`src/rtl/uart_rcv.sv`:
```
// uart_rcv: 8-N-1 UART receiver.
//
// The asynchronous serial line is synchronized into the clk_in domain and
// framed by a small state machine. Every bit is sampled near its centre.
// A correctly framed byte shows up on data_out together with a single-cycle
// valid_out strobe. Glitches and framing errors produce no output.
//
// Ports:
//   clk_in     system clock
//   rst_in     asynchronous, active-high reset
//   uart_rx    raw serial line (idle high), asynchronous to clk_in
//   valid_out  one-cycle strobe marking a received byte
//   data_out   last received byte, held until the next one arrives
module uart_rcv #(
   parameter int BAUD_RATE   = 115_200,
   parameter int CLOCK_SPEED = 100_000_000
) (
   input  logic       clk_in,
   input  logic       rst_in,
   input  logic       uart_rx,
   output logic       valid_out,
   output logic [7:0] data_out
);

   localparam int PERIOD = CLOCK_SPEED / BAUD_RATE;
   localparam int HALF   = PERIOD / 2;
   localparam int CW     = $clog2(PERIOD + 1);

   localparam logic [CW-1:0] CNT_LAST = CW'(PERIOD - 1);
   localparam logic [CW-1:0] CNT_HALF = CW'(HALF - 1);

   typedef enum logic [2:0] {
      IDLE,
      START,
      DATA,
      STOP,
      WAIT_HIGH
   } state_t;

   logic          sync_p0;
   logic          sync_p1;
   logic          rx_s;

   state_t        state;
   state_t        state_n;
   logic [CW-1:0] cnt;
   logic [CW-1:0] cnt_n;
   logic [2:0]    idx;
   logic [2:0]    idx_n;
   logic [7:0]    shreg;
   logic [7:0]    shreg_n;
   logic          valid_n;
   logic [7:0]    data_n;

   // Synchronizer stage: two flops, reset to the idle (high) level so that
   // leaving reset never looks like a start bit.
   always_ff @(posedge clk_in or posedge rst_in) begin
      if (rst_in) begin
         sync_p0 <= 1'b1;
         sync_p1 <= 1'b1;
      end else begin
         sync_p0 <= uart_rx;
         sync_p1 <= sync_p0;
      end
   end

   assign rx_s = sync_p1;

   // Framing stage: state and datapath registers.
   always_ff @(posedge clk_in or posedge rst_in) begin
      if (rst_in) begin
         state     <= IDLE;
         cnt       <= '0;
         idx       <= '0;
         shreg     <= '0;
         valid_out <= 1'b0;
         data_out  <= 8'h00;
      end else begin
         state     <= state_n;
         cnt       <= cnt_n;
         idx       <= idx_n;
         shreg     <= shreg_n;
         valid_out <= valid_n;
         data_out  <= data_n;
      end
   end

   always_comb begin
      state_n = state;
      cnt_n   = cnt;
      idx_n   = idx;
      shreg_n = shreg;
      valid_n = 1'b0;
      data_n  = data_out;

      case (state)
         IDLE: begin
            if (!rx_s) begin
               state_n = START;
               cnt_n   = '0;
            end
         end

         START: begin
            // Any high level during the first half of the start bit is
            // treated as noise rather than the beginning of a frame.
            if (rx_s) begin
               state_n = IDLE;
            end else if (cnt == CNT_HALF) begin
               state_n = DATA;
               cnt_n   = '0;
               idx_n   = '0;
            end else begin
               cnt_n = cnt + 1'b1;
            end
         end

         DATA: begin
            if (cnt == CNT_LAST) begin
               shreg_n[idx] = rx_s;
               cnt_n        = '0;
               idx_n        = idx + 1'b1;
               if (idx == 3'd7) begin
                  state_n = STOP;
               end
            end else begin
               cnt_n = cnt + 1'b1;
            end
         end

         STOP: begin
            if (cnt == CNT_LAST) begin
               cnt_n = '0;
               if (rx_s) begin
                  data_n  = shreg;
                  valid_n = 1'b1;
                  state_n = IDLE;
               end else begin
                  state_n = WAIT_HIGH;
               end
            end else begin
               cnt_n = cnt + 1'b1;
            end
         end

         WAIT_HIGH: begin
            // A low stop bit means a break or a stuck line; hold off until
            // the line returns high so it is not decoded as a byte stream.
            if (rx_s) begin
               state_n = IDLE;
            end
         end

         default: begin
            state_n = IDLE;
         end
      endcase
   end

endmodule

```
`config.mk`:
```
export PLATFORM = sky130hd
export DESIGN_NAME = uart_rcv
export DESIGN_NICKNAME = d
export VERILOG_FILES = /design/src/rtl/uart_rcv.sv
export SDC_FILE = /design/constraint.sdc
export NUM_CORES = 1
export LEC_CHECK = 0
export ABC_AREA = 1
export ABC_CLOCK_PERIOD_IN_PS = 2200
export BUFFER_PORTS_ARGS = -buffer_cell sky130_fd_sc_hd__buf_2
export CAP_MARGIN = 10
export CORE_AREA = 3 3 85 87
export DETAILED_ROUTE_END_ITERATION = 8
export DIE_AREA = 0 0 88 90
export GPL_ROUTABILITY_DRIVEN = 0
export HOLD_SLACK_MARGIN = 0.15
export PLACE_DENSITY = 0.44
export SYNTH_ARGS = -nofsm -noshare
export SYNTH_HDL_FRONTEND = slang
export SYNTH_SLANG_ARGS = --single-unit
export TNS_END_PERCENT = 5
```
`constraint.sdc`:
```
create_clock -name clk_in -period 2.2 [get_ports clk_in]
set_input_delay 0.44 -clock clk_in [delete_from_list [all_inputs] [get_ports clk_in]]
set_output_delay 0.44 -clock clk_in [all_outputs]
set_load 0.01 [all_outputs]
```
==> flow_metrics.py <==
metrics = {
    "status": {
        "outcome": "completed",
    },
    "placed_design": {
        "place_hpwl_um": 2960,
        "numPortBuffers": 11,
        "pre_cts_ws_ns": 0.558,
    },
    "routing": {
        "drc_errors": 0,
        "wl_per_cell_um": 11.9,
        "via_per_inst": 4.61,
        "drtAntennaViolNets": 0,
        "routed-via-count": 1578,
        "drt_pass1_iterations": 4,
        "drt_iter0_drc": 84,
        "routed_wl_um": 4070,
    },
    "timing": {
        "fin_crit_sh_pct": 74.4,
        "final_max_slew_viol_count": 0,
        "setup_viol": 0,
        "timing.fmax_mhz": 611,
        "period_needed_ns": 1.64,
        "slew_headroom_pct": 71.0,
        "tns_ns": 0,
        "hold_viol_final": 0,
        "worst_hold_slack_ns": 0.239,
        "finClkSkew_ns": 0.00650,
        "timing.final.ws_setup_ns": 0.563,
        "rsz0062_at_grt": "false",
        "worst_slew_pin_slew_ns": 0.436,
    },
    "power": {
        "clock_power_share_pct": 28.4,
        "power.share.switching_pct": 37.8,
        "p_comb_share_pct": 27.4,
        "sequentialPowerShare_pct": 44.1,
        "p_leak_nw": 1.14,
        "switchingPower_mw": 0.637,
        "p_int_mw": 1.05,
        "ir_worst_vdd_mv": 0.428,
        "cellPowerDensity_nw_per_um2": 780,
    },
    "final_layout": {
        "fin_util_pct": 33.6,
        "insertedDiodeCount": 0,
        "final_cell_mix": "nand2_1 (81), dfrtp_1 (33), nand3_1 (29)",
        "area_growth_pct": 12.0,
        "drive_gt1_share_pct": 16.2,
        "layout_commonest_cell": "nand2_1",
        "fill_cells": 685,
        "nNetsFinal": 271,
    },
    "yosys": {
        "muxShareOfSynthArea_pct": 0,
        "syn-instance-count": 248,
        "syn_area_per_cell_um2": 7.76,
        "synth_area_um2": 1930,
        "synth_top_family_by_area": "simple AND/OR/NAND/NOR gates",
        "synthXorXnorAreaFrac_pct": 0.455,
        "ys_types": 29,
        "synth_top_cell_by_area": "dfrtp_1",
        "syn_nets": 255,
        "synth_warnings": 0,
        "yosysSeqAreaShare_pct": 45.6,
        "synth_area_leaders": "dfrtp_1 (43%), nand2_1 (16%), nand3_1 (7.5%)",
        "synth-compound-area-share_pct": 3.83,
        "yosys.area_share.adder_pct": 2.60,
        "synth-seq-cells": 35,
        "netlist.area_leader.share_pct": 42.9,
        "synth-simple-area-share_pct": 40.4,
    },
    "setup_path": {
        "worstPathRequired_ns": 2.38,
        "critical_path.startpoint_type": "flop",
        "cp-end-kind": "flop",
        "path_buf_inv": 2,
        "path_class": "reg -> reg",
        "worst_ep_arrival_time_ns": 1.82,
        "critPathTopFamily": "simple AND/OR/NAND/NOR gates",
        "crit_chain": "ha_1 > nand3_1 > inv_1 > nand3_2 > nand2_4 > nand3_4 > nand3_1 > inv_1",
        "crit_slowest_cell": "dfrtp_1",
        "path_max_fanout": 7,
        "max_stage_delay_ns": 0.40,
    },
    "floorplanning": {
        "die_y_um": 90,
        "num_rows": 29,
        "die_width_um": 88,
        "start_util_pct": 30.0,
        "core_um2": 6420,
        "die_area_um2": 7920,
        "io_pins": 12,
    },
    "grt": {
        "antenna_found_initial": 0,
        "grt-ovfl-total": 0,
        "grt_max_degree": 36,
        "gr-max-usage-layer": "met1",
        "grtUsageMet2_pct": 16.2,
        "grt_util_met1_pct": 16.9,
        "grt_pass1_wl_um": 7250,
        "grt_pass1_vias": 1515,
        "grt_util_met3_pct": 2.74,
        "grt_usage_pct": 11.4,
    },
    "cts": {
        "clk_path_buf_depth": 2,
        "clock-sinks": 35,
        "cts_inserted_buffers": 5,
        "cts-resized-gates": 0,
        "cts_tree": "built",
        "insertion_delay_ns": 0.29,
        "cts-hold-fix-buffers": 0,
        "root_buffer": "clkbuf_8",
        "post-cts-setup-buffers": 0,
        "htree_levels": 2,
        "cts.reportedPaths.clkPinSlew_ns": 0.08,
    },
    "min_path": {
        "worst_hold_path_type": "in -> async",
    },
    "run": {
        "drv_cap": 0,
    },
}
==> cells in the mapped netlist, drive strengths merged <==
cell    count
buf         2
o21bai      2
xor2        1
nor3        5
a21o        1
nand2      85
a21oi       1
inv        30
nand4      12
dfrtp      33
dfstp       2
nor2       25
or2         3
clkinv      1
nand3      32
ha          4
o21ai       7
nand3b      1
clkbuf      1
==> sequential cells by signal, indices dropped and copies added (netlist names) <==
| signal | cells |
|---|---|
| cnt | 10 |
| data_out | 8 |
| shreg | 8 |
| idx | 3 |
| state | 3 |
| rx_s | 1 |
| sync_p0 | 1 |
| valid_out | 1 |
==> power by group through the flow <==
| stage | clock network (mW) | logic, mW | registers [mW] |
|---|---|---|---|
| global placement | 0 | 0.478 | 0.752 |
| CTS | 0.495 | 0.470 | 0.743 |
| finish | 0.478 | 0.462 | 0.743 |
| global route | 0.525 | 0.530 | 0.749 |
| floorplan | 0 | 0.383 | 0.741 |
| detailed placement | 0 | 0.467 | 0.754 |
==> through the flow <==
stage	power [mW]	area, µm²	std cells
CTS	1.71	2160	342
finish	1.68	2160	342
floorplan	1.12	1930	248
global route	1.80	2160	342
detailed placement	1.22	2070	334
global placement	1.23	2070	334
==> path summary, 6_finish.rpt <==
kind                       startpoint       end  slack, ns  cells after the start
setup / recovery               cnt[1]    cnt[6]       0.56                      8
hold / removal                 rst_in  shreg[6]       0.24                      3
setup reg to reg               cnt[1]    cnt[6]       0.56                      8
hold reg to reg               sync_p0      rx_s       0.36                      0
max in group asynchronous      rst_in   sync_p0       1.62                      3
min in group clk_in           uart_rx   sync_p0       0.25                      1
==> cell type report <==
class / count / area [µm²] / area share, %
repair buffers: 12 / 62.6 / 2.90
clock inverters: 3 / 20.0 / 0.928
clock buffers: 5 / 68.8 / 3.19
flip-flops and latches: 35 / 878 / 40.7
well taps: 77 / 96.3 / 4.47
multi-input cells: 179 / 910 / 42.2
inverters: 31 / 121 / 5.63
==> worst min-delay path: stages <==
cell and delay (ns):
buf_2 0.09, inv_1 0.04, buf_4 0.38
==> routing by layer <==
metal / part of all wire, % / wire length, µm
met5: 0 / 0
met4: 1.1 / 44
met3: 2.6 / 106
met2: 42 / 1690
met1: 55 / 2220
==> cells by family after synthesis <==
family / after synthesis
and+or+nand+nor: 163
buffers and inverters: 34
xor gates and xnor gates: 1
DFF: 35
adders and majority gates: 4
AOI/OAI and AO/OA: 11
No activity file was read; power rests on OpenSTA's default activity.
